==> src/rtl/ex_stage.sv <==
// ex_stage: execute stage that pops decoded packets from a first-word-fall-through FIFO,
// runs ALU / compare / car-command ops in one cycle and unsigned division in 16 more.
// Ports:
//   clk, reset (async active-low)
//   fifo_data/fifo_empty in, fifo_rd_en out  : FIFO head and pop strobe
//   WB_data/WB_reg_addr/WB_reg_write         : registered writeback, one-cycle strobe
//   car_cmd/car_cmd_valid                    : registered car command, one-cycle strobe
//   cmp_eq/cmp_lt                            : flags from the last CMP
//   busy                                     : state is not IDLE
module ex_stage #(
  parameter logic [15:0] OB_THRESHOLD = 16'd100,
  parameter logic [15:0] VEL_LIMIT = 16'd60
) (
  input  logic        clk,
  input  logic        reset,
  input  logic [41:0] fifo_data,
  input  logic        fifo_empty,
  output logic        fifo_rd_en,
  output logic [15:0] WB_data,
  output logic [3:0]  WB_reg_addr,
  output logic        WB_reg_write,
  output logic [1:0]  car_cmd,
  output logic        car_cmd_valid,
  output logic        cmp_eq,
  output logic        cmp_lt,
  output logic        busy
);
  localparam logic [4:0] OP_MOV = 5'd1, OP_ADD = 5'd2, OP_SUB = 5'd3, OP_AND = 5'd4,
                         OP_OR = 5'd5, OP_NOT = 5'd6, OP_MULT = 5'd7, OP_DIV = 5'd8,
                         OP_CMP = 5'd9, OP_OBC = 5'd10, OP_VG = 5'd11, OP_LEFT = 5'd12,
                         OP_RIGHT = 5'd13, OP_STOP = 5'd14, OP_CONT = 5'd15;
  localparam logic [1:0] CMD_STOP = 2'b10, CMD_CONT = 2'b11;
  typedef enum logic [1:0] {IDLE, EXEC, DIV} state_t;
  state_t state, state_next;
  logic [4:0] op;
  logic [3:0] rd, cnt;
  logic [15:0] a, b, rem, quo, res, rem_next, quo_next;
  logic [16:0] shifted, diff;
  logic [1:0] cmd;
  logic wb_en, cmd_en, obs, ovs, fit, unused_bit;
  assign unused_bit = fifo_data[0];
  assign fifo_rd_en = reset & (state == IDLE) & ~fifo_empty;
  assign busy = state != IDLE;
  assign obs = a < OB_THRESHOLD;
  assign ovs = a > VEL_LIMIT;
  // restoring step: a borrow out of the trial subtraction means the divisor does not fit
  assign shifted = {rem, quo[15]};
  assign diff = shifted - {1'b0, b};
  assign fit = ~diff[16];
  assign rem_next = fit ? diff[15:0] : shifted[15:0];
  assign quo_next = {quo[14:0], fit};
  always_comb begin
    res = 16'h0;
    wb_en = 1'b0;
    cmd = CMD_CONT;
    cmd_en = 1'b0;
    case (op)
      OP_MOV:   begin res = a; wb_en = 1'b1; end
      OP_ADD:   begin res = a + b; wb_en = 1'b1; end
      OP_SUB:   begin res = a - b; wb_en = 1'b1; end
      OP_AND:   begin res = a & b; wb_en = 1'b1; end
      OP_OR:    begin res = a | b; wb_en = 1'b1; end
      OP_NOT:   begin res = ~a; wb_en = 1'b1; end
      OP_MULT:  begin res = a * b; wb_en = 1'b1; end
      OP_DIV:   begin res = 16'hFFFF; wb_en = b == 16'h0; end
      OP_OBC:   begin res = {15'h0, obs}; wb_en = 1'b1; cmd_en = 1'b1; cmd = obs ? CMD_STOP : CMD_CONT; end
      OP_VG:    begin res = {15'h0, ovs}; wb_en = 1'b1; cmd_en = 1'b1; cmd = ovs ? CMD_STOP : CMD_CONT; end
      OP_LEFT:  begin cmd_en = 1'b1; cmd = 2'b00; end
      OP_RIGHT: begin cmd_en = 1'b1; cmd = 2'b01; end
      OP_STOP:  begin cmd_en = 1'b1; cmd = CMD_STOP; end
      OP_CONT:  begin cmd_en = 1'b1; cmd = CMD_CONT; end
      default:  ;
    endcase
  end
  always_comb begin
    state_next = state;
    case (state)
      IDLE:    state_next = fifo_rd_en ? EXEC : IDLE;
      EXEC:    state_next = (op == OP_DIV && b != 16'h0) ? DIV : IDLE;
      DIV:     state_next = cnt == 4'd15 ? IDLE : DIV;
      default: state_next = IDLE;
    endcase
  end
  always_ff @(posedge clk or negedge reset) begin
    if (!reset) begin
      state <= IDLE;
      {op, rd, a, b} <= '0;
      {rem, quo, cnt} <= '0;
      WB_data <= 16'h0;
      WB_reg_addr <= 4'h0;
      WB_reg_write <= 1'b0;
      car_cmd <= CMD_STOP;
      car_cmd_valid <= 1'b0;
      cmp_eq <= 1'b0;
      cmp_lt <= 1'b0;
    end else begin
      state <= state_next;
      WB_reg_write <= 1'b0;
      car_cmd_valid <= 1'b0;
      if (fifo_rd_en) {op, rd, a, b} <= fifo_data[41:1];
      if (state == EXEC) begin
        rem <= 16'h0;
        quo <= a;
        cnt <= 4'h0;
        if (wb_en) begin
          WB_data <= res;
          WB_reg_addr <= rd;
          WB_reg_write <= 1'b1;
        end
        if (cmd_en) begin
          car_cmd <= cmd;
          car_cmd_valid <= 1'b1;
        end
        if (op == OP_CMP) begin
          cmp_eq <= a == b;
          cmp_lt <= a < b;
        end
      end
      if (state == DIV) begin
        rem <= rem_next;
        quo <= quo_next;
        cnt <= cnt + 4'd1;
        if (cnt == 4'd15) begin
          WB_data <= quo_next;
          WB_reg_addr <= rd;
          WB_reg_write <= 1'b1;
        end
      end
    end
  end
endmodule

==> config.mk <==
export PLATFORM = sky130hd
export DESIGN_NAME = ex_stage
export DESIGN_NICKNAME = d
export VERILOG_FILES = /design/src/rtl/ex_stage.sv
export SDC_FILE = /design/constraint.sdc
export NUM_CORES = 1
export LEC_CHECK = 0
export ABC_CLOCK_PERIOD_IN_PS = 8000
export BUFFER_PORTS_ARGS = -buffer_cell sky130_fd_sc_hd__buf_2
export CORE_ASPECT_RATIO = 0.8
export CORE_MARGIN = 4
export CORE_UTILIZATION = 42
export CTS_BUF_LIST = sky130_fd_sc_hd__clkbuf_4
export DETAILED_ROUTE_END_ITERATION = 7
export PLACE_DENSITY_LB_ADDON = 0.3
export SLEW_MARGIN = 20
export SYNTH_ARGS = -nofsm -noshare
export SYNTH_HDL_FRONTEND = slang
export SYNTH_SLANG_ARGS = --single-unit
export TNS_END_PERCENT = 50
==> constraint.sdc <==
create_clock -name clk -period 8 [get_ports clk]
set_clock_uncertainty 0.15 [all_clocks]
set_input_delay 0.4 -clock clk [delete_from_list [all_inputs] [get_ports clk]]
set_output_delay 0.4 -clock clk [all_outputs]
set_load 0.005 [all_outputs]
==> insert_results.sql <==
INSERT INTO impl_metrics (metric_group, metric, value, unit) VALUES
('setup_path', 'worst_r2r_startpoint', 'b[5]', ''),
('global_route', 'globalRoute.totalOverflow', '0', ''),
('placed_design', 'hpwlAfterDp', '26300', 'um'),
('timing', 'finish_stage_setup_viols', '0', ''),
('setup_path', 'path_max_fanout', '11', ''),
('setup_path', 'nature_of_the_critical_path_startpoint', 'flip-flop', ''),
('timing', 'worstMarginPinSlew', '841', 'ps'),
('floorplanning', 'fp.dieH', '156', 'um'),
('timing', 'timing.setup.tns', '0', 'ps'),
('placed_design', 'place_area', '12100', 'sq um'),
('clocking', 'insertion_delay', '540', 'ps'),
('pwr', 'power.density', '473', 'nW/um^2'),
('worst_hold_path', 'min_path_type', 'primary input to async pin', ''),
('floorplanning', 'floorplan.initialDensity', '0.432', ''),
('yosys', 'async_reset_ff_frac', '1.00', ''),
('routing', 'route.detailed.drc', '0', ''),
('routing', 'initialDrtViolationCount', '874', ''),
('timing', 'final_critical_path_setup_slack', '1170', 'ps'),
('timing', 'max-slew-margin-rel', '0.437', ''),
('pwr', 'ir_drop', '0.506', 'mV'),
('yosys', 'ys_top_cells_by_area', 'sky130_fd_sc_hd__dfrtp_1 23%, sky130_fd_sc_hd__fa_1 14%, sky130_fd_sc_hd__ha_1 13%', ''),
('yosys', 'yosysTopAreaCellShare', '0.227', ''),
('yosys', 'yosysUniqueCellTypes', '83', ''),
('layout', 'final_area', '12700', 'sq um'),
('floorplanning', 'io-pin-count', '73', ''),
('timing', 'maxSlewViolCount', '0', ''),
('clocking', 'max-clock-path-buffers', '2', ''),
('pwr', 'p_clk_frac', '0.058', ''),
('floorplanning', 'die_outline_width', '193', 'um'),
('yosys', 'synth-edff-count', '0', ''),
('setup_path', 'worstSetupStartpoint', 'b[5]', ''),
('yosys', 'netlist_area', '11500', 'sq um'),
('yosys', 'synth-seq-area-share', '0.229', ''),
('setup_path', 'wp_data_required', '8290', 'ps'),
('pwr', 'cellInternalPower', '2740', 'uW'),
('yosys', 'synthesis.instances', '1381', ''),
('pwr', 'combPwrFrac', '0.784', ''),
('clocking', 'cts_max_level', '3', ''),
('placed_design', 'numPortBuffers', '71', ''),
('clocking', 'clkSlewWorstSetupHoldPaths', '190', 'ps'),
('timing', 'count_of_final_hold_check_violations', '0', ''),
('placed_design', 'final_weighted_congestion_in_routability_driven_placement', '0.935', ''),
('pwr', 'power_switching', '3270', 'uW'),
('status', 'status', 'completed', ''),
('layout', 'num-nets-final', '1696', ''),
('setup_path', 'worstSetupEndpointType', 'flip-flop', ''),
('floorplanning', 'die_area', '30000', 'sq um'),
('global_route', 'groute.usage.overall', '0.236', ''),
('layout', 'syn2layout_area_growth', '10.7', '%'),
('routing', 'drt_wl_cell', '19.2', 'um'),
('global_route', 'grt_start_max_net_pins', '68', ''),
('layout', 'final_layout_size_suffix_gt1_frac', '0.0846', ''),
('placed_design', 'post_place_setup_slack', '1250', 'ps'),
('global_route', 'grt_first_pass_wirelength', '55200', 'um'),
('setup_path', 'arrival', '7120', 'ps'),
('clocking', 'tritoncts', 'done', ''),
('pwr', 'power.switching_fraction', '0.544', ''),
('yosys', 'yosys.area_share.simple', '0.189', ''),
('yosys', 'post_synth_adder_cell_area', '0.274', ''),
('floorplanning', 'num_rows', '53', ''),
('timing', 'finalCriticalPeriod', '6830', 'ps'),
('routing', 'ant_nets', '0', ''),
('yosys', 'synth.ff_latch_count', '105', ''),
('setup_path', 'crit_type', 'flip-flop to flip-flop', ''),
('clocking', 'clk_root_buffer_cell', 'sky130_fd_sc_hd__clkbuf_4', ''),
('timing', 'clock.fmax', '147', 'MHz'),
('yosys', 'synth_compound_area_frac', '0.158', ''),
('yosys', 'synth.mux.area_fraction', '0.0203', ''),
('routing', 'dr_total_vias', '10129', ''),
('yosys', 'synth.net_count', '1628', ''),
('setup_path', 'reg2reg_slack', '1170', 'ps');
==> cells by family after synthesis <==
family / Yosys count
simple gates: 478
compound gates: 269
mux: 23
fa+ha+maj: 202
xor+xnor: 65
buf+inv: 239
flops: 105
==> flip-flops by register name, summed over array words and instances, names as in the netlist, 2 cells and up <==
register	flops
quo	16
rd	4
a	16
cnt	4
WB_data	16
state	2
car_cmd	2
WB_reg_addr	4
op	5
b	16
rem	16
==> worst max-delay path: stages, from the launching register on <==
cell	delay (ps)
sky130_fd_sc_hd__dfrtp_1	600
sky130_fd_sc_hd__clkinv_1	530
sky130_fd_sc_hd__nor2_1	310
sky130_fd_sc_hd__fa_1	440
sky130_fd_sc_hd__inv_1	90
sky130_fd_sc_hd__fa_1	430
sky130_fd_sc_hd__fa_1	490
sky130_fd_sc_hd__fa_1	540
sky130_fd_sc_hd__inv_1	50
sky130_fd_sc_hd__fa_1	470
sky130_fd_sc_hd__inv_1	50
sky130_fd_sc_hd__fa_1	470
sky130_fd_sc_hd__inv_1	40
sky130_fd_sc_hd__ha_1	350
sky130_fd_sc_hd__nand3_1	110
sky130_fd_sc_hd__nand2_1	50
sky130_fd_sc_hd__a41o_1	220
sky130_fd_sc_hd__o41ai_1	530
sky130_fd_sc_hd__xnor2_1	200
sky130_fd_sc_hd__a2111oi_1	500
sky130_fd_sc_hd__nor3_1	110
==> placed cells by master, fill, tap and decap left out, drive strengths merged, types with 7 or more instances in the layout <==
cell type	n
nand2	176
inv	164
nor2	146
ha	120
dfrtp	104
o21ai	84
buf	84
fa	82
a21oi	63
xnor2	49
dlygate4sd3	42
nor3	41
nand2b	26
mux2i	21
nand3	18
nand4	16
xor2	16
nor4	13
nor2b	11
o311ai	11
a211oi	11
clkinv	10
a221oi	9
clkbuf	9
a21o	8
o21bai	8
a2111oi	8
a31oi	7
o21a	7
o221ai	7
a22oi	7
==> synth_stat cells, drive strengths merged, types with 18 or more instances <==
cell    instances
nand2         176
inv           160
nor2          146
ha            120
dfrtp         104
o21ai          84
fa             82
a21oi          63
clkbuf         50
xnor2          49
nor3           41
nand2b         26
mux2i          21
buf            19
nand3          18
==> stage by stage <==
| step | cells | total power, uW | util |
|---|---|---|---|
| after floorplan | 1381 | 4310 | - |
| after global placement | 1753 | 5560 | 0.455 |
| after detailed placement | 1753 | 5640 | 0.455 |
| after CTS | 1811 | 6030 | 0.478 |
| after global routing | 1812 | 6630 | 0.478 |
| final | 1812 | 6010 | 0.478 |
==> path summary, 6_finish.rpt <==
kind                                  end  cells after the start
max                           WB_data[15]                     20
min                                  a[0]                      2
max reg2reg                   WB_data[15]                     20
min reg2reg                WB_reg_addr[0]                      2
max in group asynchronous           a[14]                      3
min in group clk                 state[0]                      3
==> per-layer routing <==
metal,part of all wire,vias up,track usage
met4,0.019,0,0.0479
met1,0.46,4936,0.347
met5,0,-,0
met3,0.088,43,0.0575
li1,-,4766,-
met2,0.43,384,0.356
==> layout make-up <==
cell class	count	area, sq um
sequential	105	2630
fill	2656	13900
timing repair buffer	126	876
multi-input combinational	1037	7930
antenna	1	2.50
clock buffer	9	67.6
tap	357	447
clock inverter	7	110
inverter	170	638
==> timing repair <==
| item | in CTS | in global routing |
|---|---|---|
| buffers inserted | 0 | 0 |
| hold buffers | 42 | 0 |
| hold endpoints to repair | 80 | 0 |
| resized for setup | 0 | 0 |
==> power by group through the flow <==
stage / combinational (uW) / clock [uW] / sequential [uW]
after floorplan: 3490 / 0 / 820
after global placement: 4610 / 0 / 946
after detailed placement: 4690 / 0 / 951
after CTS: 4730 / 357 / 939
after global routing: 5280 / 379 / 968
final: 4710 / 347 / 949
Power figures use the tool's default switching activity.
